==> src/rtl/imem_dmem_arbiter_pkg.sv <==
// Shared definitions for the instruction/data memory arbiter:
// default widths and the outstanding-read owner encodings.
package imem_dmem_arbiter_pkg;

    // Machine-wide instruction and data widths.
    localparam int ISIZE = 16;
    localparam int DSIZE = 16;

    // Default arbiter widths follow the machine widths.
    localparam int ARB_ADDR_W = ISIZE;
    localparam int ARB_DATA_W = DSIZE;

    // Which requester owns the read whose data returns next cycle.
    typedef enum logic [1:0] {
        OWN_NONE = 2'd0,
        OWN_IF   = 2'd1,
        OWN_DM   = 2'd2
    } owner_e;

    // Counter width able to hold 0..max inclusive (at least 1 bit).
    function automatic int streak_width(input int max_val);
        return (max_val < 1) ? 1 : $clog2(max_val + 1);
    endfunction

endpackage

==> src/rtl/imem_dmem_arbiter_arb_streak_counter.sv <==
// Saturating counter of consecutive data grants taken while fetch waits.
// Clear has priority over increment; the count sticks at MAX.
module arb_streak_counter
    import imem_dmem_arbiter_pkg::*;
#(
    parameter int MAX = 3
) (
    input  logic clk,
    input  logic rst,
    input  logic inc,
    input  logic clr,
    output logic saturated
);

    localparam int CW = streak_width(MAX);

    logic [CW-1:0] count_reg;
    logic [CW-1:0] count_next;
    logic          at_max;

    assign at_max    = (count_reg == CW'(MAX));
    assign saturated = at_max;

    // Next count: clear wins, otherwise count up until the ceiling.
    always_comb begin
        count_next = count_reg;
        if (clr) begin
            count_next = '0;
        end else if (inc && !at_max) begin
            count_next = count_reg + CW'(1);
        end
    end

    // Register the count; synchronous reset to zero.
    always_ff @(posedge clk) begin
        if (rst) begin
            count_reg <= '0;
        end else begin
            count_reg <= count_next;
        end
    end

endmodule

==> src/rtl/imem_dmem_arbiter.sv <==
// Arbitrates the single shared memory between instruction fetch and the
// data port. Data wins contention (it is the older instruction) until it
// has taken MAX_DM_STREAK grants in a row while fetch waited, then fetch
// is forced through. Read data is steered back to the owner one cycle
// after its grant.
module imem_dmem_arbiter
    import imem_dmem_arbiter_pkg::*;
#(
    parameter int ADDR_W        = ARB_ADDR_W,
    parameter int DATA_W        = ARB_DATA_W,
    parameter int MAX_DM_STREAK = 3
) (
    input  logic              clk,
    input  logic              rst,
    input  logic              if_req,
    input  logic [ADDR_W-1:0] if_addr,
    output logic              if_gnt,
    output logic              if_rvalid,
    output logic [DATA_W-1:0] if_rdata,
    input  logic              dm_req,
    input  logic              dm_we,
    input  logic [ADDR_W-1:0] dm_addr,
    input  logic [DATA_W-1:0] dm_wdata,
    output logic              dm_gnt,
    output logic              dm_rvalid,
    output logic [DATA_W-1:0] dm_rdata,
    output logic              mem_wen,
    output logic [ADDR_W-1:0] mem_addr,
    output logic [DATA_W-1:0] mem_wdata,
    input  logic [DATA_W-1:0] mem_rdata,
    output logic              stall_fetch
);

    // Requests are ignored for the whole cycle that reset is asserted.
    logic if_live;
    logic dm_live;
    logic streak_sat;
    owner_e owner_reg;

    assign if_live = if_req & ~rst;
    assign dm_live = dm_req & ~rst;

    // Grant selection: data first unless its streak has saturated.
    always_comb begin
        if_gnt = 1'b0;
        dm_gnt = 1'b0;
        if (if_live && dm_live) begin
            if (streak_sat) begin
                if_gnt = 1'b1;
            end else begin
                dm_gnt = 1'b1;
            end
        end else if (if_live) begin
            if_gnt = 1'b1;
        end else if (dm_live) begin
            dm_gnt = 1'b1;
        end
    end

    assign stall_fetch = if_live & ~if_gnt;

    // Memory pin drive follows the winner; idle pins are held at zero.
    always_comb begin
        mem_wen   = 1'b0;
        mem_addr  = '0;
        mem_wdata = '0;
        if (dm_gnt) begin
            mem_wen   = dm_we;
            mem_addr  = dm_addr;
            mem_wdata = dm_wdata;
        end else if (if_gnt) begin
            mem_addr  = if_addr;
        end
    end

    // Streak counts data wins only while fetch is actually waiting.
    arb_streak_counter #(
        .MAX (MAX_DM_STREAK)
    ) u_streak (
        .clk       (clk),
        .rst       (rst),
        .inc       (dm_gnt & if_live),
        .clr       (if_gnt | ~if_live),
        .saturated (streak_sat)
    );

    // Owner of the read returning next cycle; stores own nothing.
    always_ff @(posedge clk) begin
        if (rst) begin
            owner_reg <= OWN_NONE;
        end else if (if_gnt) begin
            owner_reg <= OWN_IF;
        end else if (dm_gnt && !dm_we) begin
            owner_reg <= OWN_DM;
        end else begin
            owner_reg <= OWN_NONE;
        end
    end

    // A read cut off by reset is dropped, so rvalid is masked by rst.
    assign if_rvalid = (owner_reg == OWN_IF) & ~rst;
    assign dm_rvalid = (owner_reg == OWN_DM) & ~rst;

    // Per-bit return steering; the non-owner sees zeros.
    genvar gi;
    generate
        for (gi = 0; gi < DATA_W; gi++) begin : g_ret
            assign if_rdata[gi] = mem_rdata[gi] & if_rvalid;
            assign dm_rdata[gi] = mem_rdata[gi] & dm_rvalid;
        end
    endgenerate

endmodule
==> config.mk <==
export PLATFORM = sky130hd
export DESIGN_NAME = imem_dmem_arbiter
export DESIGN_NICKNAME = d
export VERILOG_FILES = /design/src/rtl/imem_dmem_arbiter_pkg.sv /design/src/rtl/imem_dmem_arbiter_arb_streak_counter.sv /design/src/rtl/imem_dmem_arbiter.sv
export SDC_FILE = /design/constraint.sdc
export NUM_CORES = 1
export LEC_CHECK = 0
export CORE_UTILIZATION = 20
export DETAILED_ROUTE_END_ITERATION = 7
export PLACE_DENSITY = 0.82
export SLEW_MARGIN = 15
export SYNTH_ARGS = -nofsm -noshare
export SYNTH_HDL_FRONTEND = slang
export SYNTH_SLANG_ARGS = --single-unit
export TNS_END_PERCENT = 50
==> constraint.sdc <==
create_clock -name clk -period 2 [get_ports clk]
set_input_delay 0.4 -clock clk [delete_from_list [all_inputs] [get_ports clk]]
set_output_delay 0.4 -clock clk [all_outputs]
set_load 0.01 [all_outputs]
Word level (Yosys, flattened, before mapping)
Index checks and enable logic that the tools add are counted.
{"block": "totals", "ff_bits": 4, "latch_bits": 0, "ram_bits": 0, "romBits": 0, "in_bits": 69, "out_inout_bits": 70, "word_cells": 69, "memories": 0}
{"block": "classes", "n_addsub": 1, "mul": 0, "div": 0, "order_cmp": 0, "n_eq_ne": 3, "shifts": 0, "muxes": 13, "bitwise": 42, "n_reduce_logical": 7}
{"cell": "two-way mux 16 bit", "count": 3}
{"cell": "bitwise AND 1 bit", "count": 38}
{"cell": "two-way mux 1 bit", "count": 9}
{"cell": "== test 2 bit (second input constant)", "count": 2}
{"cell": "OR reduction 2 bit", "count": 2}
{"cell": "logical AND 1 bit", "count": 3}
{"cell": "NOT 1 bit", "count": 3}
{"cell": "adder 2 x 1 -> 2 bit (second input constant)", "count": 1}
{"cell": "== test 2 x 1 -> 1 bit (second input constant)", "count": 1}
{"cell": "zero test 1 bit", "count": 2}
{"cell": "two-way mux 2 bit", "count": 1}
{"cell": "bitwise OR 1 bit", "count": 1}

Depth between registers and ports, before layout
{"block": "depth", "ltp_word": 8, "mapped_depth": 5}

Hierarchy
From an unflattened synthesis, not the netlist that was laid out.
{"block": "unflattened", "cells_unflattened": 135, "hier_area_um2": 1111.1}
{"module": "imem_dmem_arbiter", "n_inst": 1, "cells_each": 127, "area_each_um2": 1006.0, "seq_area_each_um2": 40.0}
{"module": "arb_streak_counter", "n_inst": 1, "cells_each": 8, "area_each_um2": 105.1, "seq_area_each_um2": 40.0}

Worst setup path after synthesis
No wires, ideal clock.
{"block": "synth_path", "kind": "reg-to-output", "start": "register u_streak.count_reg[0]", "end": "output port mem_addr[10]", "arrival_ns": 1.239, "t_required_ns": 1.600, "slack_ns": 0.361, "path_stages_with_launch": 6, "path_buffers": 1, "path_cell_list": "dfxtp_1 -> ha_1 -> inv_1 -> a21oi_4 -> buf_6 -> a22o_1"}
{"block": "synth_via", "elab_chain_len": 5, "word_cells_on_any_way": 7}
{"item": "start, declared", "line": "imem_dmem_arbiter_arb_streak_counter.sv:17", "source": "logic [CW-1:0] count_reg;"}
{"item": "start signal, assigned", "line": "imem_dmem_arbiter_arb_streak_counter.sv:39", "source": "count_reg <= count_next;"}
{"item": "== test 2 bit *", "line": "imem_dmem_arbiter_arb_streak_counter.sv:21", "source": "assign at_max = (count_reg == CW'(MAX));"}
{"item": "two-way mux 1 bit", "line": "imem_dmem_arbiter.sv:48", "source": "if (streak_sat) begin"}
{"item": "two-way mux 1 bit", "line": "imem_dmem_arbiter.sv:47", "source": "if (if_live && dm_live) begin"}
{"item": "two-way mux 16 bit", "line": "imem_dmem_arbiter.sv:71", "source": "end else if (if_gnt) begin"}
{"item": "two-way mux 16 bit *", "line": "imem_dmem_arbiter.sv:67", "source": "if (dm_gnt) begin"}
{"item": "end, declared", "line": "imem_dmem_arbiter.sv:28", "source": "output logic [ADDR_W-1:0] mem_addr,"}
Every way passes the cells marked *; elsewhere a longest branch is shown, timed or not.

Final worst setup path
{"block": "layout_path", "start": "register u_streak.count_reg[0]", "end": "output port mem_addr[2]"}
The elaborated chain is that of the path after synthesis.

==> flow_summary.ini <==
[grt]
grt_overflow_total = 0
gr-usage-all-layers = 0.1679
grt_max_degree = 18
grt_pass1_vias = 1278
antenna_found_initial = 0
grt_first_pass_wirelength_um = 5471

[yosys]
synth-async-reset-ratio = 0
synthTopCellsByArea = and2_1, a22o_1, dfxtp_1
syn_inst = 94
synth-simple-area-share = 0.5278
synthAdderAreaFrac = 0.03373
netlist_area_um2 = 742.0
yosysTopAreaCellShare = 0.4132
synth_flop_cell = dfxtp_1
seq_area_frac_synth = 0.1079
synth_nets = 165
ys_ff_latch = 4
muxShareOfSynthArea = 0.01349
synth_top_family_by_area = simple AND/OR/NAND/NOR gates
post_synth.cell_area_avg_um2 = 7.893
synth_compound_area_frac = 0.2445
yosys.area.top_type = and2_1
ys_warn_count = 0
synth_cell_types = 17
synth_edf_count = 0
synth_xor_area_frac = 0.01180

[cells_and_area]
areaGrowthSynthToFinish_pct = 207.9
n_antenna_cell = 0
drive_gt1_frac = 0.1774
nets = 321

[setup_path]
path_common_cell = buf_12
crit_fanout = 5
crit_family = buffers and inverters
required_ns = 1.60
path_class = flop to output pin
endpoint_kind = output pin
rr_worst_depth = 5
critical_path_cell_count = 6
rrSetupSlack_ns = 0.78
startpoint = u_streak.count_reg[0]
max_stage_delay_ns = 0.36
regToRegEndpoint = owner_reg[1]
slowest_stage = dfxtp_2
worst_ep_arrival_time_ns = 1.55
r2r-start = u_streak.count_reg[0]
crit_buf_inv = 3
cp-start-kind = flop
crit_chain = ha_4 > a21oi_4 > buf_12 > buf_12 > a22o_1 > dlygate4sd2_1
crit_path_end = mem_addr[2]

[clock_tree]
cts_root_buffer = clkbuf_8
cts_num_sinks = 4
clock_path_buffers = 2
htree_levels = 1
clk_latency_ns = 0.21
numCtsBuffers = 3
cts.reportedPaths.clkPinSlew_ns = 0.03
hold_buffers = 0
cts_tree = done

[placement]
hpwlAfterDp_um = 2784
dp_worst_setup_slack_ns = -0.5075
place.gp.congestion = 0.6930
io_buffers = 138

[power_and_ir_drop]
p_int_uw = 427.6
vdd_drop_max_uv = 298.5
seq_power_share = 0.151
swShare = 0.2480
leakagePower_uw = 0.001251
pwr-share-comb = 0.561
clockPowerShare = 0.288
p_switching_uw = 141.1
power_density_mw_per_mm2 = 248.9

[routing]
dr.pass1.iters = 3
avgViaCountPerCell = 4.238
drt_iter0_markers = 42
vias = 1246
drtAntennaViolNets = 0
remaining_drc_errors = 0
wire_per_inst_um = 11.63
wirelength_um = 3420

[timing]
rsz0062_at_grt = no
slew_violations = 0
timing.fmax_mhz = 514.0
holdWs_ns = 0.5374
relSlewSlack = 0.8627
setup_viol = 0
min_period_ns = 1.945
setup_ws_ns = 0.05457
fin_crit_sh = 0.9727
finalHoldViolations = 0
fin_skew_ns = 0.002095
worst_pin_slew_ns = 0.2056

[hold_path]
hold_depth = 2
hold_path.class = flop to flop

[floorplan]
io_pins = 139
die_w_um = 62.91
die_h_um = 62.91
rows = 21
design.die.area_mm2 = 0.003958
initial_core_util = 0.2156
core_mm2 = 0.003442

[flow_run]
cap_violations = 0

[run_status]
status = finished clean
-- what timing repair did --
| action | CTS | global route |
|---|---|---|
| setup endpoints to repair | 70 | 16 |
| endpoints found under the hold margin | 0 | 0 |
| gates resized for setup | 93 | 16 |
| pin swaps | 1 | 1 |
| setup buffers | 2 | 4 |
-- stage by stage --
| step | power, µW | instances | setup TNS [ns] | util | instance area (µm²) |
|---|---|---|---|---|---|
| floorplan | 178.4 | 94 | 0 | - | 742.0 |
| global placement | 427.8 | 285 | -27.40 | 0.6598 | 2271 |
| detailed placement | 431.9 | 285 | -30.22 | 0.6598 | 2271 |
| CTS | 579.3 | 290 | -0.07691 | 0.6714 | 2311 |
| global route | 604.3 | 294 | 0 | 0.6638 | 2285 |
| finish | 568.7 | 294 | 0 | 0.6638 | 2285 |
-- cells by family (layout without fill, tap and decap cells) --
logic type	count (synthesis)	count (layout)
and+or+nand+nor	60	60
AOI/OAI and AO/OA	19	19
buffers and inverters	7	161
DFF	4	4
adders and majority gates	2	2
xor gates and xnor gates	1	1
muxes	1	1
-- placed cells by master, fill, tap and decap left out --
cell             Yosys  routed
a21oi_4              2       3
a22o_1              16      16
and2_1              49      49
buf_12               0       4
buf_2                2       3
buf_4                0      11
buf_6                2       3
clkbuf_2             1       9
clkbuf_8             0       3
clkdlybuf4s15_1      0       1
clkdlybuf4s50_1      0      66
dfxtp_1              4       2
dfxtp_2              0       2
dlygate4sd2_1        0      57
dlymetal6s2s_1       0       2
ha_1                 2       1
ha_4                 0       1
inv_1                2       2
mux2i_1              1       1
nand2b_1             2       1
nand2b_4             1       2
nor2_1               4       4
nor2b_1              1       1
nor3b_2              3       3
xor2_1               1       1
-- Yosys cell counts (2+ instances only) --
cell,count
and2_1,49
a22o_1,16
dfxtp_1,4
nor2_1,4
nor3b_2,3
a21oi_4,2
buf_2,2
buf_6,2
ha_1,2
inv_1,2
nand2b_1,2
-- worst min-delay path by stage --
stage / startpoint / end / slack [ns]
4_1_cts: u_streak.count_reg[1] / u_streak.count_reg[1] / 0.54
3_3_place_gp: u_streak.count_reg[1] / u_streak.count_reg[1] / 0.52
3_5_place_dp: u_streak.count_reg[1] / u_streak.count_reg[1] / 0.53
6_report: u_streak.count_reg[1] / u_streak.count_reg[1] / 0.54
2_1_floorplan: dm_we / owner_reg[1] / 0.47
5_1_grt: u_streak.count_reg[0] / u_streak.count_reg[0] / 0.58
-- metal layers --
metal	track usage	wire length, µm	vias up
met5	0	0	-
met3	0.04745	322	4
li1	-	-	626
met4	0.06105	29	0
met2	0.3280	1848	75
met1	0.1634	1219	541
-- power by group through the flow --
| stage | Sequential [µW] | Clock [µW] | Combinational (µW) |
|---|---|---|---|
| floorplan | 85.8 | 0 | 92.6 |
| global placement | 86.0 | 0 | 342 |
| detailed placement | 86.2 | 0 | 346 |
| CTS | 85.9 | 167 | 326 |
| global route | 86.2 | 175 | 343 |
| finish | 85.9 | 164 | 319 |
-- worst register-to-register path, stage by stage (launching register included) --
cell     delay (ns)
dfxtp_2        0.33
ha_1           0.25
nor2b_1        0.21
nor2_1         0.09
buf_4          0.14
nor3b_2        0.13
-- cell type report --
cell class | instances | area, µm²
clock buffers | 3 | 41.29
fillers | 319 | 1157
multi-input cells | 83 | 644.4
well taps | 46 | 57.56
inverters | 2 | 7.507
flip-flops and latches | 4 | 82.58
repair buffers | 156 | 1451
Power figures use the tool's default switching activity.
==> RTL change 1, RTL diff (config.mk and constraints unchanged) <==
Change the package constant `DSIZE` from 16 to 32.
--- a/src/rtl/imem_dmem_arbiter_pkg.sv
+++ b/src/rtl/imem_dmem_arbiter_pkg.sv
@@ -6,3 +6,3 @@
     localparam int ISIZE = 16;
-    localparam int DSIZE = 16;
+    localparam int DSIZE = 32;
 
Ports: changed (5 resized); port bits go from 139 to 219. The function was not compared with the original's and may differ.
==> RTL change 1 against the original RTL <==
- sequential cell count is the same
- final area grew 51%
- non-clock buffer count grew 87
- final cell count grew 54%
- setup slack lost 0.040 ns
- total power grew 30%
- wire length grew 84%
- synthesized area grew 44%
- critical endpoint is now mem_addr[5]
- largest power group unchanged
- highest routed layer unchanged
==> RTL change 1: results <==
export IMPL_synthCells=148
export IMPL_nets=488
export IMPL_pg_comb_mw=0.480
export IMPL_post_place_ws_ns=-0.534
export IMPL_slew_headroom_pct=88.7
export IMPL_peakVddDrop_mv=0.185
export IMPL_worst_r2r_cell_count=6
export IMPL_nMultiInputCombCells=131
export IMPL_synthTopCellsByCount="and2_1 (97), a22o_1 (16), clkbuf_1 (4), dfxtp_1 (4), nor2_1 (4)"
export IMPL_clockPowerShare_pct=23.3
export IMPL_buf_share_pct=65.8
export IMPL_rrSetupSlack_ns=0.76
export IMPL_wl_met1_mm=2.12
export IMPL_grtUsageTotal_pct=21.2
export IMPL_finalWirelength_mm=6.30
export IMPL_seq_cells=4
export IMPL_status="finished, final reports clean"
export IMPL_synth_area_top_cells="and2_1 (57%), a22o_1 (13%), dfxtp_1 (7.5%)"
export IMPL_grt_pass1_wl_mm=8.92
export IMPL_cp_data_arrival_time_ns=1.58
export IMPL_utilization_pct=67.7
export IMPL_critPathLaunch="u_streak.count_reg[1]"
export IMPL_worstPathMaxFanout=10
export IMPL_final_clk_cell_share_pct=1.19
export IMPL_dr_pass1_iters=5
export IMPL_grt_use_met3_pct=7.36
export IMPL_endpoint="mem_addr[5]"
export IMPL_grt_pass1_vias=1802
export IMPL_synth_nets=251
export IMPL_fill_cells=472
export IMPL_nNonClkBuffers=243
export IMPL_wl_per_cell_microns=13.9
export IMPL_drive_gt1_share_pct=20.1
export IMPL_yosysSeqAreaShare_pct=7.50
RTL change 1: changes by cell type after synthesis, sizes merged:
cell and change:
and2 +48, clkbuf +6
RTL change 1: worst register-to-register path, stage by stage (launching register included):
cell     delay, ns
dfxtp_2       0.33
ha_2          0.21
nor2b_1       0.17
buf_4         0.14
nor2_1        0.05
buf_4         0.13
nor3b_2       0.14
RTL change 1: logic make-up (layout without fill, tap and decap cells):
logic type                 count (synthesis)  in the layout  share of synthesized area, %
AOI/OAI and AO/OA                         19             19                          17.0
DFF                                        4              4                          7.50
muxes                                      1              1                         0.938
adders and majority gates                  2              2                          2.34
xor gates and xnor gates                   1              1                         0.821
buffers and inverters                     13            248                          6.56
and+or+nand+nor                          108            108                          64.8
RTL change 1: repair_timing:
item                                    4_1_cts  5_1_grt
endpoints found under the setup margin      118       36
gates cloned                                  4        0
resized for setup                           178       37
endpoints found under the hold margin         0        0
pin swaps                                     5        1
setup buffers                                 8        0
==> RTL change 2, RTL diff (same flow settings) <==
Made on the original files. Encoding of `owner_e`: now one-hot (3 bits for 3 values).
--- a/src/rtl/imem_dmem_arbiter_pkg.sv
+++ b/src/rtl/imem_dmem_arbiter_pkg.sv
@@ -13,6 +13,6 @@
     // Which requester owns the read whose data returns next cycle.
-    typedef enum logic [1:0] {
-        OWN_NONE = 2'd0,
-        OWN_IF   = 2'd1,
-        OWN_DM   = 2'd2
+    typedef enum logic [2:0] {
+        OWN_NONE = 3'b001,
+        OWN_IF   = 3'b010,
+        OWN_DM   = 3'b100
     } owner_e;
Formal check against the unedited RTL: no difference found for any inputs over 10 cycles, from zero or initial values and one cycle with rst high; not proved beyond that.
==> RTL change 2 against the original RTL <==
- total power is 4.6% higher
- setup slack lost 0.032 ns
- synthesized area rose by 9.6%
- first-iteration DRC count is 29% lower
- sequential power rose by 28%
- wire length grew 13%
- combinational power decreased by 7.5%
- final cell count rose by 2.7%
- utilization shrank 5.4 points
- worst hold slack lost 0.017 ns
- final area up 0.66%
- sequential cell count up 1
- die area grew 9.3%
- critical endpoint is now if_rvalid
==> RTL change 2: results <==
export IMPL_r2r_start="u_streak.count_reg[1]"
export IMPL_synthTopCellsByCount="and2_1 (49), a22o_1 (16), dfxtp_1 (5)"
export IMPL_yosysSeqAreaShare_pct=12.3
export IMPL_syn_to_final_growth_pct=183
export IMPL_min_from="rst"
export IMPL_worstPathMaxFanout=17
export IMPL_synthCells=98
export IMPL_synth_area_top_cells="and2_1 (38%), a22o_1 (17%), dfxtp_1 (12%)"
export IMPL_period_minus_slack_ns=1.98
export IMPL_grtUsageMet2_pct=34.9
export IMPL_synthDistinctLibCells=21
export IMPL_dr_wl_met3_microns=401
export IMPL_p_sw_share_pct=26.3
export IMPL_cp_data_arrival_time_ns=1.58
export IMPL_worst_pin_slew_ns=0.262
export IMPL_critPathLaunch="owner_reg[2]"
export IMPL_synth_nets=169
export IMPL_fin_cells=302
export IMPL_dr_wl_met2_mm=2.12
export IMPL_post_dp_hpwl_mm=3.29
export IMPL_dr_pass1_iters=4
export IMPL_cts_resized=106
export IMPL_worst_r2r_cell_count=6
export IMPL_status="finished, final reports clean"
export IMPL_leakage_nw=1.22
export IMPL_grt_pass1_wl_mm=5.89
export IMPL_vias=1269
export IMPL_wl_per_cell_microns=12.8
export IMPL_nets=326
export IMPL_peakVddDrop_mv=0.190
export IMPL_root_buffer="clkbuf_8"
export IMPL_drive_gt1_share_pct=26.8
export IMPL_dr_first_iter_drc_count=30
export IMPL_gp_congestion=0.746
export IMPL_post_place_ws_ns=-0.616
export IMPL_met1_usage_pct=16.9
export IMPL_hp_class="in2reg"
export IMPL_grt_use_met3_pct=6.03
export IMPL_grt_pass1_vias=1217
export IMPL_fill_cells=346
export IMPL_skew_ns=0.00130
export IMPL_wl_met1_mm=1.31
==> RTL change 2: per-stage QoR <==
| step | hold slack (ns) | power [mW] |
|---|---|---|
| 6_report | 0.520 | 0.595 |
| 5_1_grt | 0.536 | 0.635 |
| 4_1_cts | 0.510 | 0.612 |
| 3_5_place_dp | 0.560 | 0.436 |
| 3_3_place_gp | 0.537 | 0.432 |
| 2_1_floorplan | 0.470 | 0.196 |
==> RTL change 2: path summary, 6_finish.rpt <==
path	endpoint
worst max-delay path	if_rvalid
worst min-delay path	owner_reg[0]
worst max register to register	u_streak.count_reg[1]
worst min register to register	u_streak.count_reg[0]
==> RTL change 2: critical path, stage by stage (launching register included) <==
cell	delay [ns]
dfxtp_1	0.33
nor4b_4	0.33
buf_12	0.17
clkdlybuf4s50_1	0.53
==> RTL change 2: cells by family after synthesis <==
logic type,after synthesis,share of synthesized area [%]
DFF,5,12.3
AOI/OAI and AO/OA,21,24.2
adders and majority gates,2,3.08
muxes,1,1.23
xor gates and xnor gates,1,1.08
buffers and inverters,7,6.15
and+or+nand+nor,61,52.0
==> RTL change 2: final cells by class <==
| cell class | count | area share, % |
|---|---|---|
| Clock buffer | 3 | 1.80 |
| Clock inverter | 1 | 0.218 |
| Inverter | 2 | 0.326 |
| Multi-Input combinational cell | 86 | 29.5 |
| Sequential cell | 5 | 4.68 |
| Tap cell | 48 | 2.61 |
| Timing Repair Buffer | 157 | 60.9 |
==> RTL change 2: power by group through the flow <==
stage	combinational, mW	sequential [mW]	clock [mW]
after global routing	0.318	0.110	0.207
after global placement	0.322	0.110	0
after floorplan	0.0857	0.110	0
final	0.295	0.110	0.190
after detailed placement	0.326	0.110	0
after CTS	0.306	0.110	0.196
